**config.mk**
```make
export PLATFORM = sky130hd
export DESIGN_NAME = tx_align_gen
export DESIGN_NICKNAME = d
export VERILOG_FILES = /design/src/rtl/link_align_pkg.sv /design/src/rtl/tx_train_timer.sv /design/src/rtl/tx_align_gen.sv
export SDC_FILE = /design/constraint.sdc
export NUM_CORES = 1
export LEC_CHECK = 0
export ABC_AREA = 0
export CORE_UTILIZATION = 52
export DETAILED_ROUTE_END_ITERATION = 10
export DONT_BUFFER_PORTS = 1
export PLACE_DENSITY = 0.67
export SYNTH_ARGS = -nofsm -noshare
export SYNTH_HDL_FRONTEND = slang
export SYNTH_SLANG_ARGS = --single-unit
```
**constraint.sdc**
```tcl
create_clock -name txclock -period 6.35 [get_ports txclock]
set_input_delay 0.635 -clock txclock [delete_from_list [all_inputs] [get_ports txclock]]
set_output_delay 0.635 -clock txclock [all_outputs]
set_load 0.05 [all_outputs]
```
**src/rtl/link_align_pkg.sv**
```systemverilog
// Shared link alignment definitions used by both the transmit pattern
// generator and the receive-side aligner.
package link_align_pkg;

    localparam int LANES  = 9;
    localparam int LANE_W = 4;
    localparam int WORD_W = LANES * LANE_W;

    // Sent LSB first, so it arrives on the wire as "1000".
    localparam logic [LANE_W-1:0] ALIGN_NIBBLE = 4'b0001;

    typedef enum logic [1:0] {
        ST_OFFLINE = 2'd0,
        ST_TRAIN   = 2'd1,
        ST_DATA    = 2'd2
    } link_state_e;

    function automatic logic [WORD_W-1:0] train_word();
        return {LANES{ALIGN_NIBBLE}};
    endfunction

endpackage

```
**src/rtl/tx_train_timer.sv**
```systemverilog
// Training duration counter: cleared on load, counts while enabled, tc marks
// the last pattern cycle (count == TRAIN_LEN-1).
module tx_train_timer #(
    parameter int TRAIN_LEN = 1024
) (
    input  logic txclock,
    input  logic reset,
    input  logic load,
    input  logic en,
    output logic tc
);

    // One spare count so the increment on the exit cycle cannot wrap.
    localparam int CNT_W = $clog2(TRAIN_LEN + 1);
    localparam logic [CNT_W-1:0] LAST = CNT_W'(TRAIN_LEN - 1);

    logic [CNT_W-1:0] cnt_q;
    logic [CNT_W-1:0] cnt_d;

    always_comb begin
        cnt_d = cnt_q;
        if (load) begin
            cnt_d = '0;
        end else if (en) begin
            cnt_d = cnt_q + 1'b1;
        end
    end

    always_ff @(posedge txclock) begin
        if (reset) begin
            cnt_q <= '0;
        end else begin
            cnt_q <= cnt_d;
        end
    end

    assign tc = (cnt_q == LAST);

endmodule

```
**src/rtl/tx_align_gen.sv**
```systemverilog
// Transmit-side alignment generator: sends the per-lane training nibble after
// lock or on request, otherwise forwards user data or the idle word.
//
//  state      | meaning
//  -----------+------------------------------------------------------
//  ST_OFFLINE | PLL not locked; txout held at zero
//  ST_TRAIN   | training pattern on every lane for TRAIN_LEN cycles
//  ST_DATA    | user data (or IDLE_WORD) forwarded, data_ready high
module tx_align_gen
    import link_align_pkg::*;
#(
    parameter int               TRAIN_LEN  = 1024,
    parameter bit               AUTO_TRAIN = 1'b1,
    parameter logic [WORD_W-1:0] IDLE_WORD = '0
) (
    input  logic              txclock,
    input  logic              reset,
    input  logic              tx_locked,
    input  logic              train_req,
    input  logic [WORD_W-1:0] data_in,
    input  logic              data_valid,
    output logic              data_ready,
    output logic [WORD_W-1:0] txout,
    output logic              training,
    output logic              train_done
);

    link_state_e       state_q, state_d;
    logic              req_dly_q, req_dly_d;
    logic [WORD_W-1:0] txout_q, txout_d;
    logic              training_q, training_d;
    logic              train_done_q, train_done_d;

    logic req_edge;
    logic timer_load;
    logic timer_en;
    logic timer_tc;

    assign req_dly_d = train_req;
    assign req_edge  = train_req & ~req_dly_q;

    always_comb begin
        state_d = state_q;
        case (state_q)
            ST_OFFLINE: if (tx_locked) state_d = AUTO_TRAIN ? ST_TRAIN : ST_DATA;
            ST_TRAIN:   if (timer_tc && !req_edge) state_d = ST_DATA;
            ST_DATA:    if (req_edge) state_d = ST_TRAIN;
            default:    state_d = ST_OFFLINE;
        endcase
        if (!tx_locked) begin
            state_d = ST_OFFLINE;
        end
    end

    // Outputs are registered from the next state so txout, training and
    // train_done all line up with the state they describe.
    always_comb begin
        txout_d = '0;
        case (state_d)
            ST_TRAIN: txout_d = train_word();
            ST_DATA:  txout_d = data_valid ? data_in : IDLE_WORD;
            default:  txout_d = '0;
        endcase
        training_d   = (state_d == ST_TRAIN);
        train_done_d = (state_q == ST_TRAIN) && (state_d == ST_DATA);
    end

    // A retrigger while training restarts the count like a fresh entry.
    assign timer_load = (state_d == ST_TRAIN) && ((state_q != ST_TRAIN) || req_edge);
    assign timer_en   = (state_q == ST_TRAIN);

    tx_train_timer #(
        .TRAIN_LEN(TRAIN_LEN)
    ) u_timer (
        .txclock(txclock),
        .reset  (reset),
        .load   (timer_load),
        .en     (timer_en),
        .tc     (timer_tc)
    );

    always_ff @(posedge txclock) begin
        if (reset) begin
            state_q      <= ST_OFFLINE;
            req_dly_q    <= 1'b0;
            txout_q      <= '0;
            training_q   <= 1'b0;
            train_done_q <= 1'b0;
        end else begin
            state_q      <= state_d;
            req_dly_q    <= req_dly_d;
            txout_q      <= txout_d;
            training_q   <= training_d;
            train_done_q <= train_done_d;
        end
    end

    assign data_ready = (state_q == ST_DATA);
    assign txout      = txout_q;
    assign training   = training_q;
    assign train_done = train_done_q;

endmodule
```
## Word level (Yosys, flattened, before mapping)

Index checks and enable logic that the tools add are counted.

| word-level totals | value |
|---|---|
| register bits | 52 |
| input bits | 41 |
| output and inout port bits | 39 |
| logic and storage cells | 28 |

| operators by class | value |
|---|---|
| add/sub/neg operators | 1 |
| equal/unequal tests | 6 |
| muxes and demuxes | 6 |
| bitwise gates (word level) | 2 |
| reduce and logical (&&, ||, !) cells | 7 |

Operators with widths:

| cell | number |
|---|---|
| $pmux W36 S2 | 1 |
| $mux W36 | 1 |
| $add A11 B1 Y11 const B | 1 |
| $eq A11 B10 Y1 const B | 1 |
| $mux W2 | 3 |
| $pmux W2 S3 | 1 |
| $eq A2 B1 Y1 const B | 2 |
| $eq A2 B2 Y1 const B | 2 |
| $logic_and A1 B1 Y1 | 3 |
| $logic_not A2 Y1 | 1 |
| $ne A2 B1 Y1 const B | 1 |
| $reduce_or A2 Y1 | 1 |
| $and A1 B1 Y1 | 1 |
| $logic_not A1 Y1 | 1 |
| $logic_or A1 B1 Y1 | 1 |
| $not A1 Y1 | 1 |

## Depth between registers and ports, before layout

| depth | value |
|---|---|
| word-level depth | 10 |
| mapped depth | 10 |

## Modules after synthesis

From an unflattened synthesis, not the netlist that was laid out.

| second synthesis, totals | value |
|---|---|
| cells, all modules | 172 |
| area total of the unflattened synthesis | 1799.2 um^2 |

By module, submodules not included:

| module | instances | cells each | area each (um^2) |
|---|---|---|---|
| tx_align_gen | 1 | 114 | 1276.2 |
| tx_train_timer | 1 | 58 | 523.0 |

## Worst setup path before layout

Ideal clock, no wire load.

| timing path | value |
|---|---|
| kind | register -> register |
| start | register state_q[1] |
| end | register txout_q[17], in the netlist txout[17] |
| setup time | 0.059 ns |
| arrival time | 2.446 ns |
| required time | 6.291 ns |
| slack | 3.845 ns |
| cell stages (with the launch flop) | 11 |
| clock period less this slack | 2.505 ns |
| path through | dfxtp_1 > nor2b_1 > and3b_1 > a41oi_2 > inv_1 > ha_1 > or2_1 > buf_4 > nor2_8 > buf_4 > and2_1 |

| between the ends | value |
|---|---|
| cells in the longest elaborated chain, start to end | 5 |
| elaborated cells on any way between the ends | 10 |

Ends and longest elaborated chain:

| item | RTL line | text |
|---|---|---|
| start, declared | tx_align_gen.sv:28 | `link_state_e state_q, state_d;` |
| start signal, assigned | tx_align_gen.sv:90 | `state_q <= state_d;` |
| $eq A2 B2 Y1 * | - |  |
| via data_ready | tx_align_gen.sv:22 | `output logic data_ready,` |
| $pmux W2 S3 * | tx_align_gen.sv:44 | `case (state_q)` |
| $mux W2 * | tx_align_gen.sv:50 | `if (!tx_locked) begin` |
| via state_d[1] | tx_align_gen.sv:28 |  |
| $eq A2 B2 Y1 / $eq A2 B1 Y1 (equally long branches) | tx_align_gen.sv:59 | `case (state_d)` |
| $pmux W36 S2 * | tx_align_gen.sv:59 |  |
| end signal, assigned | tx_align_gen.sv:92 | `txout_q <= txout_d;` |
| end, declared | tx_align_gen.sv:30 | `logic [WORD_W-1:0] txout_q, txout_d;` |

The timed path passes the listed nets; every way through them passes the cells marked *.
A chain may end at the register's enable or synchronous reset.

## Worst setup path after layout

| timing path | value |
|---|---|
| start | register state_q[1] |
| end | register txout_q[3], in the netlist txout[3] |

The elaborated chain is that of the path after synthesis.

==> impl_metrics.json <==
{
  "synth.area.mux_share_pct": 0.556,
  "synth_area_per_cell_um2": 10.8,
  "die_h_um": 60.8,
  "slew_headroom_pct": 34.5,
  "path_clk_slew_ns": 0.14,
  "period_minus_slack_ns": 2.77,
  "ant_nets": 0,
  "synth_area_um2": 1800,
  "synth_edf_count": 0,
  "post-synth-top-count-cell": "dfxtp_1",
  "worst_clock_skew_ns": 0.00948,
  "num_rows": 21,
  "post_cts_buffers": 0,
  "hp-class": "primary input to flop",
  "clock-root-buffer": "clkbuf_4",
  "rr_worst_depth": 8,
  "holdWs_ns": 0.327,
  "postPlaceCellArea_um2": 1810,
  "grt_setup_unrepaired": "no",
  "die_x_um": 60.8,
  "yosys_warnings": 0,
  "cts_tree": "done",
  "core_um2": 3340,
  "leakage_uw": 0.000776,
  "final_area_um2": 1900,
  "initial_core_util_pct": 54.0,
  "final_hold_viol_count": 0,
  "clockBufferDepth": 2,
  "fin_crit_sh_pct": 43.6,
  "vias": 1085,
  "drive_above_1_share_pct": 9.52,
  "report.power.total_uw": 551,
  "max_freq_mhz": 361,
  "grt-ovfl-total": 0,
  "reg2reg_slack_ns": 3.58,
  "worstPathMaxFanout": 26,
  "grt_pass1_wl_um": 4330,
  "synth-xor-area-share_pct": 4.86,
  "holdBufCountCts": 0,
  "dp_hpwl_um": 2050,
  "yosys_register_bits": 52,
  "grt_pass1_vias": 969,
  "routed_wl_um": 2820,
  "io_buffers": 0,
  "max-cap-violations": 0,
  "synth-async-reset-ratio_pct": 0,
  "dieArea_um2": 3700,
  "ctsResizeCount": 0,
  "drt-pass1-iter-count": 5,
  "synth_commonest_cells": "dfxtp_1 (52), and2_1 (28), nor2_1 (22)",
  "cp_data_required_time_ns": 6.65,
  "syn_inst": 167,
  "syn-num-nets": 211,
  "n_fill_cell": 328,
  "wl_per_cell_um": 13.2,
  "synth_fa_ha_area_share_pct": 2.08,
  "worst_pin_slew_ns": 0.981,
  "fin_util_pct": 57.0,
  "synth_compound_area_share_pct": 5.07,
  "place_congestion": 0.734,
  "run_status": "completed",
  "finalSetupTns_ns": 0,
  "path_class": "flop to flop",
  "setup_viol": 0,
  "end_kind": "flop",
  "clock_sinks": 52,
  "arrival_ns": 3.06,
  "synth_top_family_by_area": "simple AND/OR/NAND/NOR gates",
  "viasPerCell": 5.07,
  "multi_input_area_um2": 692,
  "synth_top_area_share_pct": 57.8,
  "finish.net_count": 211,
  "ys_seq_area_share_pct": 57.8,
  "clock_latency_ns": 0.35,
  "ctsHtreeMaxLevel": 2,
  "drc": 0,
  "synthFlopType": "dfxtp_1",
  "crit_path_start_kind": "flop",
  "register_area_um2": 1040,
  "synthSimpleGateAreaFrac_pct": 25.9,
  "grt_max_degree": 27,
  "cts_buffers": 5,
  "yosysTopAreaCell": "dfxtp_1",
  "p_per_area_nw_per_um2": 290,
  "ir_worst_vdd_uv": 169,
  "antenna_found_initial": 0,
  "first_iter_violations": 63,
  "whs_path_depth": 1,
  "diodes": 0,
  "synthTopCellsByArea": "dfxtp_1 (58%), and2_1 (9.7%), nor2_1 (4.6%)",
  "areaGrowthSynthToFinish_pct": 5.56,
  "ioPinCount": 80,
  "maxSlewViolCount": 0,
  "grt_usage_pct": 16.7,
  "synth.distinct_cells": 33
}
layout by cell type, fill, tap and decap left out:
cell / synthesis / layout
a31o_2: 1 / 1
mux2i_1: 1 / 1
clkbuf_8: 0 / 2
clkbuf_4: 0 / 5
nand2_1: 2 / 2
nand4_2: 1 / 1
and2_1: 28 / 28
nor3_1: 1 / 1
a21o_1: 1 / 1
nand3_1: 1 / 1
nor4_4: 1 / 1
inv_1: 4 / 4
nand3b_1: 1 / 1
ha_1: 3 / 3
a41oi_2: 1 / 1
and2b_1: 2 / 2
nor2_1: 22 / 22
and3b_1: 2 / 2
xnor2_1: 3 / 3
dfxtp_1: 52 / 52
and4b_1: 1 / 1
nor3b_1: 2 / 2
o21ai_2: 1 / 1
xor2_1: 7 / 7
o21ai_0: 1 / 1
bufinv_16: 0 / 1
and4_1: 1 / 1
nor2_2: 2 / 2
nor2_8: 1 / 1
nor2b_1: 2 / 2
nand4_1: 5 / 5
a21oi_1: 9 / 9
or2_1: 1 / 1
kinds of logic after synthesis:
logic type               after synthesis
AND/OR/NAND/NOR                       76
flip-flops                            52
AO/OA/AOI/OAI                         14
buffers and inverters                 11
XOR/XNOR                              10
adder cells (fa/ha/maj)                3
multiplexers                           1
layer usage:
metal	share of wire, %	track usage [%]
met5	0	0
met3	9.8	9.38
met4	0.57	6.82
met2	48	25.3
met1	41	19.6
critical path, cell delays in order (launching register included):
cell	delay, ns
dfxtp_1	0.40
nor2b_1	0.80
and3b_1	0.31
a41oi_2	0.07
inv_1	0.09
ha_1	0.21
or2_1	0.39
nor2_8	0.27
and2_1	0.16
final cells by class:
cell class | instances | area share [%]
multi-input combinational | 104 | 36.4
inverter | 4 | 0.790
sequential | 52 | 54.8
clock buffer | 7 | 3.42
tap | 46 | 3.03
clock inverter | 1 | 1.58
worst paths after layout:
check | start | endpoint
hold reg to reg | u_timer.cnt_q[9]$_SDFFE_PP0P_ | u_timer.cnt_q[9]$_SDFFE_PP0P_
hold / removal | reset | state_q[1]$_SDFF_PP0_
setup reg to reg | state_q[1]$_SDFF_PP0_ | txout[3]$_SDFF_PP0_
setup / recovery | state_q[1]$_SDFF_PP0_ | txout[3]$_SDFF_PP0_
where the power goes:
part | internal, µW | leakage, µW | switching [µW]
sequential | 330 | 0.000421 | 11.3
combinational | 4.76 | 0.000303 | 7.44
clock | 105 | 0.0000515 | 92.7
total | 439 | 0.000776 | 111
state kept, by name (all words and copies together), names as in the netlist:
| register | flops |
|---|---|
| req_dly_q | 1 |
| training | 1 |
| state_q | 2 |
| txout | 36 |
| train_done | 1 |
| u_timer.cnt_q | 11 |
metrics by stage:
step / worst slack [ns] / std cells
after CTS: 3.57 / 214
after global placement: 3.69 / 206
after detailed placement: 3.61 / 206
after floorplan: 3.85 / 167
after global routing: 3.47 / 214
final: 3.58 / 214
No activity file was read; power rests on OpenSTA's default activity.
==> variant, RTL diff (same settings) <==
`TRAIN_LEN` is set to 1024 in 2 places; all go to 2048.
--- a/src/rtl/tx_train_timer.sv
+++ b/src/rtl/tx_train_timer.sv
@@ -1,7 +1,7 @@
 // Training duration counter: cleared on load, counts while enabled, tc marks
 // the last pattern cycle (count == TRAIN_LEN-1).
 module tx_train_timer #(
-    parameter int TRAIN_LEN = 1024
+    parameter int TRAIN_LEN = 2048
 ) (
     input  logic txclock,
     input  logic reset,
--- a/src/rtl/tx_align_gen.sv
+++ b/src/rtl/tx_align_gen.sv
@@ -9,7 +9,7 @@
 module tx_align_gen
     import link_align_pkg::*;
 #(
-    parameter int               TRAIN_LEN  = 1024,
+    parameter int               TRAIN_LEN  = 2048,
     parameter bit               AUTO_TRAIN = 1'b1,
     parameter logic [WORD_W-1:0] IDLE_WORD = '0
 ) (
Formal check against the unedited RTL: no difference found for any inputs over 10 cycles, from zero or initial values and one cycle with reset high; that may be too few to reach the edited logic, so the function may still have changed.
==> variant against the unedited design <==
Total power decreased by 1.5%; largest power group unchanged; wire length increased by 4.8%; clock skew grew 0.0053 ns; area after synthesis grew 2.4%; critical path type unchanged; largest cell class unchanged; sequential share of layout area shrank 0.48 points; count of clock-buffer cells in the layout fell by 2; worst setup slack worse by 0.10 ns; critical endpoint is now txout[10]; final area increased by 2.8%; sequential cell count is 1 higher.
==> variant: results (changes against the unedited design) <==
[global_route]
grt_start_max_net_pins = 27  ; unchanged
grt_usage_pct = 16.3  ; was 16.7%
grt_pass1_wl_um = 4360  ; was 4330 µm
grt_pass1_vias = 1003  ; was 969
grt_antenna_before_repair = 0  ; unchanged

[pwr]
p_clk_share_pct = 33.8  ; was 35.8%
leakage_nw = 0.709  ; was 0.776 nW
swShare_pct = 21.8  ; was 20.2%
maxPowerGroup = registers  ; unchanged
clock_power_mw = 0.183  ; was 0.197 mW
pg_seq_mw = 0.347  ; was 0.341 mW
ir_worst_vdd_v = 0.000196  ; was 0.000169 V

[placement]
hpwl_um = 2210  ; was 2050 µm
pre_cts_slack_ns = 3.48  ; was 3.61 ns
port_buffers = 0  ; unchanged
place.gp.congestion = 0.711  ; was 0.734
place_area_mm2 = 0.00187  ; was 0.00181 mm²

[drt]
routed.top_layer = met4  ; unchanged
wl_per_cell_um = 13.1  ; was 13.2 µm
met1Wirelength_um = 1220  ; was 1160 µm
initialDrtViolationCount = 69  ; was 63
drtPass1Iterations = 4  ; was 5
met2_length_um = 1410  ; was 1370 µm
routed-wl-met3_um = 252  ; was 275 µm
via_per_inst = 5.07  ; about the same
vias = 1140  ; was 1085

[cts]
postCtsSetupRepairBufs = 0  ; unchanged
cts-buffers-inserted = 5  ; unchanged
cts.repair.resized = 0  ; unchanged
clk_latency_ns = 0.37  ; was 0.35 ns
ctsHtreeMaxLevel = 2  ; unchanged
cts-root-buf = clkbuf_4  ; unchanged
cts_max_path_buffers = 2  ; unchanged
clkTransAtPathRegs_ns = 0.15

[final_layout]
largest_register_ffs = 36  ; unchanged
antenna_cells = 0  ; unchanged
drive_gt1_share_pct = 10.1  ; was 9.52%
nets = 222  ; was 211

[synthesis]
synthTopCellsByCount = dfxtp_1, and2_1, nor2_1  ; unchanged
synth-async-reset-ratio_pct = 0  ; unchanged
yosys-top-cells-area = dfxtp_1, and2_1, nor2_1  ; unchanged
synth_seq_area_share_pct = 57.6  ; was 57.8%
yosys.cell_count.top_type = dfxtp_1  ; unchanged
yosysUniqueCellTypes = 31  ; was 33
synthesis.nets = 221  ; was 211
synth-warning-count = 0  ; unchanged
avgSynthCellArea_um2 = 10.4  ; was 10.8 µm²

[worst_setup_path]
reg2reg_depth = 7  ; was 8
cp_max_fo = 26  ; unchanged
worstPathArrival_ns = 3.18  ; was 3.06 ns

[status]
run_status = complete, no violations  ; unchanged

[min_path]
hold_path_depth = 1  ; unchanged
worst_hold_path_type = input port to flip-flop  ; unchanged

[sta]
worstMarginPinSlew_ns = 0.983  ; was 0.981 ns
skew_ns = 0.0147  ; was 0.00948 ns

[floorplanning]
placementRows = 21  ; unchanged

-- variant: changes by cell type in the layout (fill, tap and decap cells not counted), sizes merged, moves of 3 or more --
cell and delta:
nor2b +4, xor2 -5, nor3 +3, nand4 -4
nand2 +5, nand2b +3, nand3 +5, xnor2 +6
-- variant: final timing paths --
check	from	end	slack, ns
max	state_q[1]	txout[10]	3.48
min	reset	training	0.31
max reg2reg	state_q[1]	txout[10]	3.48
min reg2reg	u_timer.cnt_q[1]	u_timer.cnt_q[1]	0.52
-- variant: metal layers --
| metal | vias up | GRT usage (%) |
|---|---|---|
| li1 | 574 | - |
| met1 | 508 | 19.3 |
| met2 | 50 | 24.6 |
| met3 | 8 | 6.51 |
| met4 | 0 | 10.5 |
| met5 | - | 0 |
-- variant: cell type report --
cell class	count	area, µm²
clock buffers	5	37.5
clock inverters	3	43.8
fillers	331	1410
inverters	2	7.51
multi-input cells	116	747
flip-flops and latches	53	1060
well taps	46	57.6
-- variant: kinds of logic after synthesis --
| kind of cell | count (synthesis) | synth area share [%] |
|---|---|---|
| AND/OR/NAND/NOR | 89 | 29.6 |
| flip-flops | 53 | 57.6 |
| AO/OA/AOI/OAI | 13 | 3.67 |
| XOR/XNOR | 11 | 5.23 |
| buffers and inverters | 8 | 1.90 |
| adder cells (fa/ha/maj) | 3 | 2.04 |
-- variant: critical path, cell delays in order, from the launching register on --
cell	delay [ns]
dfxtp_1	0.39
nor2b_1	0.80
a22oi_1	0.30
nor2b_1	0.19
ha_1	0.24
or2_1	0.37
nor2_4	0.35
and2_1	0.19
